File: src/rtl/fetch_queue_stage.sv
// Fetch stage with a single-outstanding request/valid port to instruction memory
// and a small instruction queue toward decode. Handles redirects and stale responses.
//
// state   | meaning
// --------+---------------------------------------------------------------
// S_BOOT  | first cycle out of reset, no request issued
// S_IDLE  | no request outstanding, may issue
// S_WAIT  | one request outstanding, its response will be queued
// S_STALE | one request outstanding, its response will be discarded
module fetch_queue_stage #(
    parameter int              XLEN        = 32,
    parameter logic [XLEN-1:0] RESET_PC    = '0,
    parameter int              QUEUE_DEPTH = 4
) (
    input  logic                           CLK,
    input  logic                           RST,
    input  logic                           BranchTakenE,
    input  logic [XLEN-1:0]                BranchTargetE,
    output logic                           imem_req,
    output logic [XLEN-1:0]                imem_addr,
    input  logic                           imem_ready,
    input  logic                           imem_rvalid,
    input  logic [31:0]                    imem_rdata,
    output logic                           InstrValidD,
    output logic [31:0]                    InstrD,
    output logic [XLEN-1:0]                PCD,
    output logic [XLEN-1:0]                PCPlus4D,
    input  logic                           DecodeReady,
    output logic [$clog2(QUEUE_DEPTH):0]   QueueCount
);

    localparam int PW = $clog2(QUEUE_DEPTH);
    localparam int CW = PW + 1;

    typedef enum logic [1:0] {
        S_BOOT  = 2'd0,
        S_IDLE  = 2'd1,
        S_WAIT  = 2'd2,
        S_STALE = 2'd3
    } fetch_state_t;

    fetch_state_t    state, state_nxt;
    logic [XLEN-1:0] fetch_pc, fetch_pc_nxt;
    logic [XLEN-1:0] req_pc, req_pc_nxt;
    logic [PW-1:0]   rd_ptr, rd_ptr_nxt;
    logic [PW-1:0]   wr_ptr, wr_ptr_nxt;
    logic [CW-1:0]   count, count_nxt;

    logic [31:0]     q_instr [QUEUE_DEPTH];
    logic [XLEN-1:0] q_pc    [QUEUE_DEPTH];
    logic [XLEN-1:0] q_pc4   [QUEUE_DEPTH];

    logic head_valid;
    logic not_full;
    logic accept;
    logic push;
    logic pop;

    assign head_valid = (count != '0);
    assign not_full   = (count < CW'(QUEUE_DEPTH));

    always_comb begin
        state_nxt    = state;
        fetch_pc_nxt = fetch_pc;
        req_pc_nxt   = req_pc;
        rd_ptr_nxt   = rd_ptr;
        wr_ptr_nxt   = wr_ptr;
        count_nxt    = count;
        imem_req     = 1'b0;
        accept       = 1'b0;
        push         = 1'b0;
        pop          = 1'b0;

        imem_req = (state == S_IDLE) && not_full && !BranchTakenE;
        accept   = imem_req && imem_ready;

        case (state)
            S_BOOT:  state_nxt = S_IDLE;
            S_IDLE:  if (accept) state_nxt = S_WAIT;
            S_WAIT: begin
                if (imem_rvalid) begin
                    state_nxt = S_IDLE;
                    push      = !BranchTakenE;
                end else if (BranchTakenE) begin
                    state_nxt = S_STALE;
                end
            end
            S_STALE: if (imem_rvalid) state_nxt = S_IDLE;
            default: state_nxt = S_IDLE;
        endcase

        if (BranchTakenE) begin
            // Redirect drops any push/pop this cycle and empties the queue.
            fetch_pc_nxt = BranchTargetE & ~XLEN'(3);
            rd_ptr_nxt   = '0;
            wr_ptr_nxt   = '0;
            count_nxt    = '0;
        end else begin
            pop = head_valid && DecodeReady;
            if (accept) begin
                fetch_pc_nxt = fetch_pc + XLEN'(4);
                req_pc_nxt   = fetch_pc;
            end
            if (push) wr_ptr_nxt = wr_ptr + PW'(1);
            if (pop)  rd_ptr_nxt = rd_ptr + PW'(1);
            case ({push, pop})
                2'b10:   count_nxt = count + CW'(1);
                2'b01:   count_nxt = count - CW'(1);
                default: count_nxt = count;
            endcase
        end
    end

    always_ff @(posedge CLK or negedge RST) begin
        if (!RST) begin
            state    <= S_BOOT;
            fetch_pc <= RESET_PC;
            req_pc   <= RESET_PC;
            rd_ptr   <= '0;
            wr_ptr   <= '0;
            count    <= '0;
        end else begin
            state    <= state_nxt;
            fetch_pc <= fetch_pc_nxt;
            req_pc   <= req_pc_nxt;
            rd_ptr   <= rd_ptr_nxt;
            wr_ptr   <= wr_ptr_nxt;
            count    <= count_nxt;
        end
    end

    // Payload storage needs no reset; visibility is governed by count.
    always_ff @(posedge CLK) begin
        if (push) begin
            q_instr[wr_ptr] <= imem_rdata;
            q_pc[wr_ptr]    <= req_pc;
            q_pc4[wr_ptr]   <= req_pc + XLEN'(4);
        end
    end

    assign imem_addr   = fetch_pc;
    assign InstrValidD = head_valid;
    assign InstrD      = head_valid ? q_instr[rd_ptr] : '0;
    assign PCD         = head_valid ? q_pc[rd_ptr]    : '0;
    assign PCPlus4D    = head_valid ? q_pc4[rd_ptr]   : '0;
    assign QueueCount  = count;

endmodule

File: config.mk
export PLATFORM = sky130hd
export DESIGN_NAME = fetch_queue_stage
export DESIGN_NICKNAME = d
export VERILOG_FILES = /design/src/rtl/fetch_queue_stage.sv
export SDC_FILE = /design/constraint.sdc
export NUM_CORES = 1
export LEC_CHECK = 0
export CORE_MARGIN = 2
export CORE_UTILIZATION = 30
export CTS_CLUSTER_SIZE = 20
export DETAILED_ROUTE_END_ITERATION = 8
export GPL_ROUTABILITY_DRIVEN = 0
export HOLD_SLACK_MARGIN = 0.1
export PLACE_DENSITY = 0.59
export SETUP_SLACK_MARGIN = 0.3
export SLEW_MARGIN = 0
export SYNTH_ARGS = -nofsm -noshare
export SYNTH_HDL_FRONTEND = slang
export SYNTH_SLANG_ARGS = --single-unit
File: constraint.sdc
create_clock -name CLK -period 10.53 [get_ports CLK]
set_input_delay 2.106 -clock CLK [delete_from_list [all_inputs] [get_ports CLK]]
set_output_delay 2.106 -clock CLK [all_outputs]
set_load 0.01 [all_outputs]
==> results_tabular.tex, run 1 <==
\begin{tabular}{lr}
\hline
Metric & Value \\
\hline
\multicolumn{2}{l}{\textbf{Timing}} \\
\quad Fmax achieved & 164.4 MHz \\
\quad Period utilization & 0.5778 \\
\quad Rel. slew slack & 0.2783 \\
\quad Final min period & 6.084 ns \\
\quad Worst-margin pin slew & 1.083 ns \\
\quad Number of max-slew violations in the final report & 0 \\
\quad Setup repair after global routing missed its margin & no \\
\quad Setup Viol. Count Final & 0 \\
\quad Hold Violations, Final & 0 \\
\quad Total negative setup slack & 0 ns \\
\quad Setup skew after layout & 0.01819 ns \\
\multicolumn{2}{l}{\textbf{Power}} \\
\quad Fraction of power consumed by the clock network & 0.324 \\
\quad Power per unit of standard cell area & 235.5 nW/µm² \\
\quad NetSw & 1.476 mW \\
\quad Post-layout total power & 5.253 mW \\
\quad Internal & 3.777 mW \\
\quad Logic pwr share & 0.226 \\
\quad Fraction of power spent switching nets & 0.2810 \\
\quad VDD IR max & 0.0001163 V \\
\quad Relative contribution of sequential cells to total power & 0.449 \\
\quad Leakage power & 7.203 nW \\
\multicolumn{2}{l}{\textbf{Yosys}} \\
\quad Top cells by area, synth & sky130\_fd\_sc\_hd\_\_edfxtp\_1 (62\%), sky130\_fd\_sc\_hd\_\_mux4\_2 (12\%), sky130\_fd\_sc\_hd\_\_dfrtp\_1 (9.7\%) \\
\quad Count of unique library cells instantiated by Yosys & 47 \\
\quad Post-synthesis cell count & 1002 \\
\quad Post-synth EDFFs & 368 \\
\quad Cell area after synthesis & 17880 µm² \\
\quad Count of synthesis-stage warnings from yosys & 0 \\
\quad Top-area cell type share of the netlist area & 0.6181 \\
\quad Sequential cell area fraction in the yosys report & 0.7147 \\
\quad Avg Cell Area, Syn & 17.84 µm² \\
\quad Flops \& latches, synth & 437 \\
\quad Synth Flop Type & sky130\_fd\_sc\_hd\_\_edfxtp\_1 \\
\quad Top cell type by total area after synthesis & sky130\_fd\_sc\_hd\_\_edfxtp\_1 \\
\quad Post-synth ARST share & 0.1579 \\
\multicolumn{2}{l}{\textbf{Critical path}} \\
\quad CP arrival & 3.98 ns \\
\quad RR Startpoint & state[0] \\
\quad CP Buf/Inv Count & 2 \\
\quad Crit. Startpoint & rd\_ptr[0] \\
\quad Max incr delay on CP & 1.11 ns \\
\quad Kind of critical path & flop to primary output \\
\quad Data required time at the worst endpoint & 8.42 ns \\
\quad Critical Path Start Type & flop \\
\quad Family with the most delay on the worst path & buffers and inverters \\
\quad Slowest stage cell, crit path & sky130\_fd\_sc\_hd\_\_dfrtp\_4 \\
\quad Endpoint kind of the worst setup timing path & primary output \\
\quad Critical Path, Cell by Cell & buf\_4 > mux4\_2 > and2\_1 > clkdlybuf4s50\_1 \\
\quad Critical path peak fanout & 49 \\
\multicolumn{2}{l}{\textbf{Clocking}} \\
\quad Number of levels the H-tree was split into & 2 \\
\quad Post\_cts resized & 0 \\
\quad Clock-pin transition on the worst setup and hold timing paths & 0.06 ns \\
\quad Maximum clock insertion buffer count & 3 \\
\quad Clk sink count & 437 \\
\quad Cell at the root of the clock tree & sky130\_fd\_sc\_hd\_\_clkbuf\_16 \\
\quad Total CTS buffers & 49 \\
\quad Worst-skew pair later-pin latency & 0.58 ns \\
\quad Setup repair bufs after CTS & 0 \\
\quad Clock tree from TritonCTS & built \\
\quad Number of buffers inserted by hold repair at cts & 0 \\
\multicolumn{2}{l}{\textbf{Detailed routing}} \\
\quad Total DRC errors in the routed layout & 0 \\
\quad Drt wl/cell & 20.84 µm \\
\quad First DRT Iteration DRCs & 530 \\
\quad Via Count & 9789 \\
\quad TritonRoute pass-1 iters & 4 \\
\quad Remaining antenna violation count & 0 \\
\quad Detailed-route wire length & 42.10 mm \\
\quad Via count normalized by instance count & 4.846 \\
\multicolumn{2}{l}{\textbf{Finish}} \\
\quad Signed area change from the synthesized netlist to the final layout & 24.79\% \\
\quad Antenna fix cells & 0 \\
\quad Final Net Count & 1287 \\
\quad Share of cells above drive strength 1 & 0.1756 \\
\quad Most common library cell in the layout ignoring fill and taps & sky130\_fd\_sc\_hd\_\_edfxtp\_1 \\
\quad Commonest cells after routing, fill and taps aside & sky130\_fd\_sc\_hd\_\_edfxtp\_1 (368), sky130\_fd\_sc\_hd\_\_clkdlybuf4s50\_1 (193), sky130\_fd\_sc\_hd\_\_and2\_1 (94), sky130\_fd\_sc\_hd\_\_mux4\_2 (92), sky130\_fd\_sc\_hd\_\_dfrtp\_1 (67) \\
\multicolumn{2}{l}{\textbf{Global route}} \\
\quad Vias in the first global route & 10045 \\
\quad Remaining Overflow, GRT & 0 \\
\quad Maximum number of pins on one net before global-route repair & 86 \\
\quad Antenna violations before repair & 0 \\
\quad Gr usage total & 0.1373 \\
\quad First-pass GRT wire length & 63.04 mm \\
\multicolumn{2}{l}{\textbf{Floorplan}} \\
\quad Die X-Extent & 248.1 µm \\
\quad FP Rows & 89 \\
\quad Die area & 61560 µm² \\
\quad I/O pin total & 203 \\
\quad Chip height & 248.1 µm \\
\quad Initial core utilization & 0.3029 \\
\quad Floorplan core area & 59020 µm² \\
\multicolumn{2}{l}{\textbf{Worst hold path}} \\
\quad Worst Hold Class & flop to flop \\
\quad Worst hold start & imem\_addr[31] \\
\multicolumn{2}{l}{\textbf{Placed design}} \\
\quad Count of input and output buffers & 194 \\
\quad Final HPWL from detailed placement & 25.33 mm \\
\multicolumn{2}{l}{\textbf{Job}} \\
\quad Max capacitance violation total & 0 \\
\multicolumn{2}{l}{\textbf{Status}} \\
\quad Run status & completed \\
\hline
\end{tabular}
## worst register-to-register path, cell delays in order (launching register included)
cell and delay (ns):
sky130_fd_sc_hd__dfrtp_1 0.41, sky130_fd_sc_hd__inv_1 0.07, sky130_fd_sc_hd__ha_1 0.19, sky130_fd_sc_hd__and3b_1 0.38, sky130_fd_sc_hd__and2_4 0.69, sky130_fd_sc_hd__buf_4 0.81
## synth_stat cells, drive strengths merged, types with 6 or more instances
| master | instances |
|---|---|
| or3 | 6 |
| a31oi | 15 |
| buf | 23 |
| o31ai | 12 |
| mux4 | 92 |
| mux2 | 25 |
| nor2 | 27 |
| edfxtp | 368 |
| nand2 | 38 |
| xor2 | 12 |
| dfrtp | 69 |
| nand3 | 25 |
| o21ai | 22 |
| ha | 9 |
| nand4 | 20 |
| and3 | 9 |
| or4 | 13 |
| and4 | 10 |
| and2 | 98 |
| inv | 11 |
| xnor2 | 32 |
| clkbuf | 34 |
## area by class of cell
type | instances | area (µm²)
multi-input cells | 502 | 4847
clock inverters | 21 | 215.2
well taps | 773 | 967.2
repair buffers | 206 | 2027
inverters | 11 | 41.29
clock buffers | 70 | 1426
fillers | 5474 | 36710
flip-flops and latches | 437 | 12780
## metrics by stage
stage / util / area, µm² / setup WS (ns) / hold WS [ns] / std cells
after global placement: 0.3502 / 20670 / 4.676 / 0.5461 / 1929
after detailed placement: 0.3502 / 20670 / 4.705 / 0.5650 / 1929
after CTS: 0.3780 / 22310 / 4.207 / 0.5698 / 2020
final: 0.3780 / 22310 / 4.446 / 0.5697 / 2020
after global routing: 0.3780 / 22310 / 4.031 / 0.6251 / 2020
after floorplan: - / 17900 / 5.336 / 0.5152 / 1007
## logic make-up after synthesis
logic type / after synthesis / share of synthesized area
flip-flops: 437 / 0.7147
other: 1 / 0.0002098
AND/OR/NAND/NOR: 266 / 0.08700
XOR/XNOR: 44 / 0.02156
multiplexers: 118 / 0.1322
buffers and inverters: 68 / 0.01645
adder cells (fa/ha/maj): 10 / 0.007419
AO/OA/AOI/OAI: 58 / 0.02044
## state kept, by name (all words and copies together) (netlist names)
register and flops:
QueueCount 3, imem_addr 30, q_instr 128, q_pc 120, q_pc4 120, rd_ptr 2
req_pc 30, state 2, wr_ptr 2
## worst paths after layout
path	end	slack (ns)	cells past startpoint
max	PCD[7]	4.45	4
max reg2reg	q_pc4[0][9]	7.56	5
min reg2reg	req_pc[31]	0.57	2
min	req_pc[31]	0.57	2
max in group asynchronous	rd_ptr[0]	8.10	2
min in group asynchronous	imem_addr[28]	1.75	2
## metal layers
layer	global-route usage	vias to the layer above	part of all wire
li1	-	4352	-
met1	0.1923	5076	0.46
met2	0.2183	300	0.47
met3	0.02790	61	0.057
met4	0.03571	0	0.018
met5	0	-	0
## power by group through the flow
stage | Sequential [mW] | Combinational, mW | Clock [mW]
2_1_floorplan | 2.26 | 0.746 | 0
5_1_grt | 2.40 | 1.31 | 1.82
3_3_place_gp | 2.39 | 1.21 | 0
3_5_place_dp | 2.40 | 1.22 | 0
6_report | 2.36 | 1.19 | 1.70
4_1_cts | 2.37 | 1.23 | 1.76
Power figures use the tool's default switching activity.
==> run 2: changes to the inputs <==
--- a/config.mk
+++ b/config.mk
@@ -11,7 +11,7 @@
 export DETAILED_ROUTE_END_ITERATION = 8
 export GPL_ROUTABILITY_DRIVEN = 0
 export HOLD_SLACK_MARGIN = 0.1
-export PLACE_DENSITY = 0.59
+export PLACE_DENSITY = 0.61
 export SETUP_SLACK_MARGIN = 0.3
 export SLEW_MARGIN = 0
 export SYNTH_ARGS = -nofsm -noshare
==> constraint.sdc (replaced) <==
create_clock -name CLK -period 5.3 [get_ports CLK]
set_input_delay 1.06 -clock CLK [delete_from_list [all_inputs] [get_ports CLK]]
set_output_delay 1.06 -clock CLK [all_outputs]
set_load 0.01 [all_outputs]
==> run 2 against run 1 <==
Wire length down 1.9%. Cell count up 0.15%. Final area about the same. Register-to-register slack worse by 4.8 ns. Power up 95%. First-iteration DRC count up 15%. Critical path type unchanged. Largest cell class unchanged.
==> results_tabular.tex, run 2 (same netlist as run 1, synthesis figures left out) <==
\begin{tabular}{lr}
\hline
Metric & Value \\
\hline
\multicolumn{2}{l}{\textbf{Job}} \\
\quad Max capacitance violation total & 0 (unchanged) \\
\multicolumn{2}{l}{\textbf{Placed design}} \\
\quad Cells after DPL & 1935 (was 1929) \\
\quad Count of input and output buffers & 194 (unchanged) \\
\quad Placed Area & 20800 µm² (was 20670 µm²) \\
\quad Final HPWL from detailed placement & 25.64 mm (was 25.33 mm) \\
\multicolumn{2}{l}{\textbf{Clocking}} \\
\quad Setup repair bufs after CTS & 0 (unchanged) \\
\quad Cell at the root of the clock tree & sky130\_fd\_sc\_hd\_\_clkbuf\_16 (unchanged) \\
\quad Maximum clock insertion buffer count & 3 (unchanged) \\
\quad Clk sink count & 437 (unchanged) \\
\quad Number of levels the H-tree was split into & 2 (unchanged) \\
\quad Post\_cts resized & 0 (unchanged) \\
\quad Clock-pin transition on the worst setup and hold timing paths & 0.06 ns (about the same) \\
\quad Total CTS buffers & 47 (was 49) \\
\quad Worst-skew pair later-pin latency & 0.59 ns (was 0.58 ns) \\
\quad Number of buffers inserted by hold repair at cts & 0 (unchanged) \\
\quad Clock tree from TritonCTS & built (unchanged) \\
\multicolumn{2}{l}{\textbf{Timing}} \\
\quad Setup repair after global routing missed its margin & no (unchanged) \\
\quad Total negative setup slack & 0 ns (unchanged) \\
\quad Period utilization & 0.7788 \\
\quad Fmax achieved & 242.3 MHz \\
\quad Setup skew after layout & 0.02185 ns (was 0.01819 ns) \\
\quad Worst-margin pin slew & 0.7823 ns (was 1.083 ns) \\
\quad Number of max-slew violations in the final report & 0 (unchanged) \\
\quad Final min period & 4.128 ns \\
\quad Setup Viol. Count Final & 0 (unchanged) \\
\quad Hold Violations, Final & 0 (unchanged) \\
\quad Rel. slew slack & 0.4785 (was 0.2783) \\
\multicolumn{2}{l}{\textbf{Finish}} \\
\quad Final non-filler cell area & 22300 µm² (was 22310 µm²) \\
\quad Total of fill cells in the finished design & 5473 (was 5474) \\
\quad Most common library cell in the layout ignoring fill and taps & sky130\_fd\_sc\_hd\_\_edfxtp\_1 (unchanged) \\
\quad Largest register FFs & 128 (unchanged) \\
\quad Area used by multi-input combinational logic & 4838 µm² (was 4847 µm²) \\
\quad Top Registers & q\_instr (128), q\_pc4 (120), q\_pc (120) (unchanged) \\
\quad Register with the highest flop count & q\_instr (unchanged) \\
\quad Final Instance Count excl. Fillers & 2023 (was 2020) \\
\quad Area taken by flip-flops and latches & 12780 µm² (unchanged) \\
\quad Share of cells above drive strength 1 & 0.1689 (was 0.1756) \\
\quad Commonest cells after routing, fill and taps aside & sky130\_fd\_sc\_hd\_\_edfxtp\_1 (368), sky130\_fd\_sc\_hd\_\_clkdlybuf4s50\_1 (193), sky130\_fd\_sc\_hd\_\_and2\_1 (94), sky130\_fd\_sc\_hd\_\_mux4\_2 (92), sky130\_fd\_sc\_hd\_\_dfrtp\_1 (67) (unchanged) \\
\quad Signed area change from the synthesized netlist to the final layout & 24.73\% (was 24.79\%) \\
\quad Final Net Count & 1291 (was 1287) \\
\multicolumn{2}{l}{\textbf{Global route}} \\
\quad Remaining Overflow, GRT & 0 (unchanged) \\
\quad Vias in the first global route & 9935 (was 10045) \\
\quad First-pass GRT wire length & 62.20 mm (was 63.04 mm) \\
\quad Antenna violations before repair & 1 (was 0) \\
\quad Gr usage total & 0.1344 (was 0.1373) \\
\quad Maximum number of pins on one net before global-route repair & 59 (was 86) \\
\multicolumn{2}{l}{\textbf{Detailed routing}} \\
\quad Drt wl/cell & 20.41 µm (was 20.84 µm) \\
\quad Via Count & 9711 (was 9789) \\
\quad Remaining antenna violation count & 0 (unchanged) \\
\quad Detailed-route wire length & 41.29 mm (was 42.10 mm) \\
\quad TritonRoute pass-1 iters & 4 (unchanged) \\
\quad Total DRC errors in the routed layout & 0 (unchanged) \\
\quad Via count normalized by instance count & 4.800 (was 4.846) \\
\quad First DRT Iteration DRCs & 608 (was 530) \\
\multicolumn{2}{l}{\textbf{Status}} \\
\quad Run status & completed (unchanged) \\
\multicolumn{2}{l}{\textbf{Power}} \\
\quad VDD IR max & 0.0002568 V (was 0.0001163 V) \\
\quad Post-layout total power & 10.24 mW (was 5.253 mW) \\
\quad Leakage power & 7.156 nW (was 7.203 nW) \\
\quad Power per unit of standard cell area & 459.4 nW/µm² (was 235.5 nW/µm²) \\
\multicolumn{2}{l}{\textbf{Critical path}} \\
\quad CP arrival & 3.07 ns (was 3.98 ns) \\
\quad Data required time at the worst endpoint & 4.24 ns (was 8.42 ns) \\
\quad Critical Path Start Type & flop (unchanged) \\
\quad Kind of critical path & flop to primary output (unchanged) \\
\quad Critical path peak fanout & 38 (was 49) \\
\quad Endpoint kind of the worst setup timing path & primary output (unchanged) \\
\multicolumn{2}{l}{\textbf{Floorplan}} \\
\quad I/O pin total & 203 (unchanged) \\
\quad Die X-Extent & 248.1 µm (unchanged) \\
\quad Chip height & 248.1 µm (unchanged) \\
\quad Floorplan core area & 59020 µm² (unchanged) \\
\quad FP Rows & 89 (unchanged) \\
\quad Initial core utilization & 0.3029 (unchanged) \\
\quad Die area & 61560 µm² (unchanged) \\
\multicolumn{2}{l}{\textbf{Worst hold path}} \\
\quad Worst Hold Class & primary input to async pin (was flop to flop) \\
\hline
\end{tabular}
==> run 2: cell types whose count changed in the layout (fill, tap and decap cells not counted), sizes merged <==
| cell | previous run | this run |
|---|---|---|
| diode | 0 | 1 |
| clkbuf | 70 | 69 |
| buf | 13 | 19 |
| clkinv | 13 | 12 |
| bufinv | 3 | 2 |
| inv | 14 | 13 |
==> run 2: path summary, 6_finish.rpt <==
kind                       cells after the start  slack (ns)          start        endpoint
min                                            1        0.55            RST   imem_addr[26]
min reg2reg                                    2        0.58  imem_addr[30]      req_pc[30]
max in group asynchronous                      2        3.72            RST       rd_ptr[0]
max                                            4        1.17      rd_ptr[0]    PCPlus4D[22]
min in group CLK                               2        0.58  imem_addr[30]      req_pc[30]
max reg2reg                                    5        2.79       state[0]  q_instr[1][16]
==> run 2: layout make-up <==
cell class | count | share of cell area
Antenna cell | 1 | 0.0001122
Clock buffer | 69 | 0.05875
Clock inverter | 18 | 0.008192
Inverter | 11 | 0.001852
Multi-Input combinational cell | 502 | 0.2170
Sequential cell | 437 | 0.5733
Tap cell | 773 | 0.04337
Timing Repair Buffer | 212 | 0.09741
==> run 2: metrics by stage <==
step,hold slack [ns],util,setup WS (ns)
2_1_floorplan,0.5152,-,1.152
3_5_place_dp,0.5487,0.3525,1.677
5_1_grt,0.5996,0.3778,0.9334
6_report,0.5531,0.3778,1.172
3_3_place_gp,0.5619,0.3525,1.684
4_1_cts,0.5508,0.3778,1.035
==> run 2: layer usage <==
| layer | up-vias | global-route usage | share of wire |
|---|---|---|---|
| li1 | 4355 | - | - |
| met5 | - | 0 | 0 |
| met4 | 0 | 0.03922 | 0.018 |
| met2 | 268 | 0.2137 | 0.47 |
| met3 | 54 | 0.02995 | 0.063 |
| met1 | 5034 | 0.1848 | 0.44 |
==> run 2: worst max-delay path: stages, from the launching register on <==
cell and delay [ns]:
sky130_fd_sc_hd__dfrtp_4 0.78, sky130_fd_sc_hd__buf_12 0.38, sky130_fd_sc_hd__mux4_2 0.63, sky130_fd_sc_hd__and2_1 0.20, sky130_fd_sc_hd__clkdlybuf4s50_1 0.47
==> run 2: where the power goes <==
group	internal [mW]	switching [mW]	leakage, nW
clock network	1.82	1.33	0.711
registers	4.19	0.454	4.14
logic	1.32	1.13	2.31
total	7.34	2.91	7.16
==> run 3: changes to the inputs <==
==> constraint.sdc (replaced) <==
create_clock -name CLK -period 3.45 [get_ports CLK]
set_input_delay 0.69 -clock CLK [delete_from_list [all_inputs] [get_ports CLK]]
set_output_delay 0.69 -clock CLK [all_outputs]
set_load 0.01 [all_outputs]
==> run 3 against run 2 <==
Core utilization increased by 1.0 points. Count of clock-buffer cells in the layout down 4. Critical path depth unchanged. Largest cell class unchanged. Largest power group unchanged. Clock power grew 61%. First-iteration DRC count down 2.1%. Setup slack worse by 0.96 ns. Hold slack lost 0.31 ns. Critical endpoint is now PCD[28].
==> results_tabular.tex, run 3 (same netlist as run 1, synthesis figures left out) <==
\begin{tabular}{lr}
\hline
Metric & Value \\
\hline
\multicolumn{2}{l}{\textbf{Global route}} \\
\quad First-pass GRT wire length & 65.25 mm (was 62.20 mm) \\
\quad Maximum number of pins on one net before global-route repair & 70 (was 59) \\
\quad Remaining Overflow, GRT & 0 (unchanged) \\
\quad Gr usage total & 0.1427 (was 0.1344) \\
\quad Vias in the first global route & 10223 (was 9935) \\
\quad Antenna violations before repair & 1 (unchanged) \\
\multicolumn{2}{l}{\textbf{Critical path}} \\
\quad Kind of critical path & flop to primary output (unchanged) \\
\quad RR Startpoint & state[1] (was state[0]) \\
\quad Endpoint kind of the worst setup timing path & primary output (unchanged) \\
\quad CP arrival & 2.55 ns (was 3.07 ns) \\
\quad Critical Path Start Type & flop (unchanged) \\
\quad Max incr delay on CP & 0.53 ns (was 0.78 ns) \\
\quad Slowest stage cell, crit path & sky130\_fd\_sc\_hd\_\_mux4\_2 (was sky130\_fd\_sc\_hd\_\_dfrtp\_4) \\
\quad Worst reg-to-reg setup slack & 1.06 ns (was 2.79 ns) \\
\quad Critical Path, Cell by Cell & buf\_16 > mux4\_2 > and2\_1 > clkdlybuf4s50\_1 (was buf\_12 > mux4\_2 > and2\_1 > clkdlybuf4s50\_1) \\
\quad CP Buf/Inv Count & 2 (unchanged) \\
\quad Crit. Startpoint & rd\_ptr[0] (unchanged) \\
\quad Critical path peak fanout & 18 (was 38) \\
\quad Family with the most delay on the worst path & buffers and inverters (unchanged) \\
\quad Data required time at the worst endpoint & 2.76 ns (was 4.24 ns) \\
\multicolumn{2}{l}{\textbf{Finish}} \\
\quad Final Net Count & 1324 (was 1291) \\
\quad Register with the highest flop count & q\_instr (unchanged) \\
\quad Antenna fix cells & 0 (was 1) \\
\quad Most common library cell in the layout ignoring fill and taps & sky130\_fd\_sc\_hd\_\_edfxtp\_1 (unchanged) \\
\quad Signed area change from the synthesized netlist to the final layout & 28.02\% (was 24.73\%) \\
\quad Final Instance Count excl. Fillers & 2056 (was 2023) \\
\quad Area taken by flip-flops and latches & 12780 µm² (unchanged) \\
\quad Share of cells above drive strength 1 & 0.2011 (was 0.1689) \\
\quad Area used by multi-input combinational logic & 4843 µm² (was 4838 µm²) \\
\quad Largest register FFs & 128 (unchanged) \\
\quad Total of fill cells in the finished design & 5453 (was 5473) \\
\quad Commonest cells after routing, fill and taps aside & sky130\_fd\_sc\_hd\_\_edfxtp\_1 (368), sky130\_fd\_sc\_hd\_\_clkdlybuf4s50\_1 (143), sky130\_fd\_sc\_hd\_\_and2\_1 (94), sky130\_fd\_sc\_hd\_\_mux4\_2 (92), sky130\_fd\_sc\_hd\_\_dfrtp\_1 (67) (was sky130\_fd\_sc\_hd\_\_edfxtp\_1 (368), sky130\_fd\_sc\_hd\_\_clkdlybuf4s50\_1 (193), sky130\_fd\_sc\_hd\_\_and2\_1 (94), sky130\_fd\_sc\_hd\_\_mux4\_2 (92), sky130\_fd\_sc\_hd\_\_dfrtp\_1 (67)) \\
\quad Top Registers & q\_instr (128), q\_pc4 (120), q\_pc (120) (unchanged) \\
\multicolumn{2}{l}{\textbf{Timing}} \\
\quad Setup repair after global routing missed its margin & yes (was no) \\
\quad Worst-case setup margin in the final layout & 0.2081 ns (was 1.172 ns) \\
\quad Setup Viol. Count Final & 0 (unchanged) \\
\quad Hold Violations, Final & 0 (unchanged) \\
\quad Number of max-slew violations in the final report & 0 (unchanged) \\
\quad Rel. slew slack & 0.3680 (was 0.4785) \\
\quad Period utilization & 0.9397 \\
\quad Worst hold-check slack & 0.2472 ns (was 0.5531 ns) \\
\quad Setup skew after layout & 0.03682 ns (was 0.02185 ns) \\
\quad Final min period & 3.242 ns \\
\quad Fmax achieved & 308.5 MHz \\
\quad Total negative setup slack & 0 ns (unchanged) \\
\quad Worst-margin pin slew & 0.9480 ns (was 0.7823 ns) \\
\multicolumn{2}{l}{\textbf{Clocking}} \\
\quad Worst-skew pair later-pin latency & 0.59 ns (about the same) \\
\quad Clock-pin transition on the worst setup and hold timing paths & 0.06 ns (about the same) \\
\quad Maximum clock insertion buffer count & 3 (unchanged) \\
\quad Clk sink count & 437 (unchanged) \\
\quad Total CTS buffers & 48 (was 47) \\
\quad Clock tree from TritonCTS & built (unchanged) \\
\quad Cell at the root of the clock tree & sky130\_fd\_sc\_hd\_\_clkbuf\_16 (unchanged) \\
\quad Number of levels the H-tree was split into & 2 (unchanged) \\
\multicolumn{2}{l}{\textbf{Detailed routing}} \\
\quad Remaining antenna violation count & 0 (unchanged) \\
\quad Detailed-route wire length & 43.73 mm (was 41.29 mm) \\
\quad Via Count & 9907 (was 9711) \\
\quad First DRT Iteration DRCs & 595 (was 608) \\
\quad TritonRoute pass-1 iters & 5 (was 4) \\
\quad Via count normalized by instance count & 4.819 (was 4.800) \\
\quad Total DRC errors in the routed layout & 0 (unchanged) \\
\quad Drt wl/cell & 21.27 µm (was 20.41 µm) \\
\multicolumn{2}{l}{\textbf{Power}} \\
\quad Leakage power & 7.799 nW (was 7.156 nW) \\
\quad VDD IR max & 0.0004252 V (was 0.0002568 V) \\
\quad Power per unit of standard cell area & 714.0 nW/µm² (was 459.4 nW/µm²) \\
\multicolumn{2}{l}{\textbf{Placed design}} \\
\quad Cells after DPL & 1952 (was 1935) \\
\quad Worst slack, placed & 0.5613 ns (was 1.677 ns) \\
\quad Final HPWL from detailed placement & 27.15 mm (was 25.64 mm) \\
\quad Count of input and output buffers & 194 (unchanged) \\
\multicolumn{2}{l}{\textbf{Floorplan}} \\
\quad I/O pin total & 203 (unchanged) \\
\quad Initial core utilization & 0.3029 (unchanged) \\
\quad Floorplan core area & 59020 µm² (unchanged) \\
\quad Die X-Extent & 248.1 µm (unchanged) \\
\quad FP Rows & 89 (unchanged) \\
\quad Die area & 61560 µm² (unchanged) \\
\quad Chip height & 248.1 µm (unchanged) \\
\multicolumn{2}{l}{\textbf{Job}} \\
\quad Max capacitance violation total & 0 (unchanged) \\
\multicolumn{2}{l}{\textbf{Worst hold path}} \\
\quad Worst Hold Class & primary input to async pin (unchanged) \\
\multicolumn{2}{l}{\textbf{Status}} \\
\quad Run status & completed (unchanged) \\
\hline
\end{tabular}
## run 3: changes by cell type in the layout (fill, tap and decap cells not counted), sizes merged
cell	previous run	this run
clkinv	12	16
bufbuf	0	1
diode	1	0
dlygate4sd2	0	42
clkinvlp	2	3
bufinv	2	3
buf	19	50
clkbuf	69	65
clkdlybuf4s50	193	143
dlymetal6s2s	0	8
## run 3: through the flow
step	cell area, µm²	util	power, mW
CTS	22850	0.3871	16.60
finish	22890	0.3878	16.34
global route	22890	0.3878	17.15
floorplan	17900	-	9.176
global placement	21030	0.3564	11.10
detailed placement	21030	0.3564	11.19
## run 3: path summary, 6_finish.rpt
kind / end / cells after the start
worst max-delay path: PCD[28] / 4
worst min-delay path: imem_addr[29] / 1
worst max register to register: imem_addr[25] / 6
worst min register to register: req_pc[31] / 2
max in group asynchronous: rd_ptr[0] / 1
min in group CLK: req_pc[31] / 2
## run 3: cell type report
type | count | area share
Timing Repair Buffer | 244 | 0.1164
Multi-Input combinational cell | 502 | 0.2116
Sequential cell | 437 | 0.5586
Clock buffer | 65 | 0.05888
Clock inverter | 24 | 0.01044
Tap cell | 773 | 0.04226
Inverter | 11 | 0.001804
## run 3: metal layers
layer  vias up  track usage  part of all wire
met2       336       0.2241              0.47
met1      5098       0.2023              0.45
met4         2      0.03939             0.018
met3        57      0.02736             0.063
li1       4414            -                 -
met5         -            0           0.00030
## run 3: timing repair
| item | CTS | global route |
|---|---|---|
| cloned | 6 | 0 |
| hold buffers | 0 | 0 |
| resized for setup | 53 | 9 |
| setup buffers | 7 | 2 |
| endpoints found under the setup margin | 92 | 75 |
## run 3: report_power, final
group,leakage (nW),total [mW],switching (mW),internal (mW)
Clock,0.773,5.07,2.08,2.98
Combinational,2.89,4.25,1.99,2.26
Sequential,4.14,7.02,0.586,6.44
Total,7.80,16.3,4.66,11.7
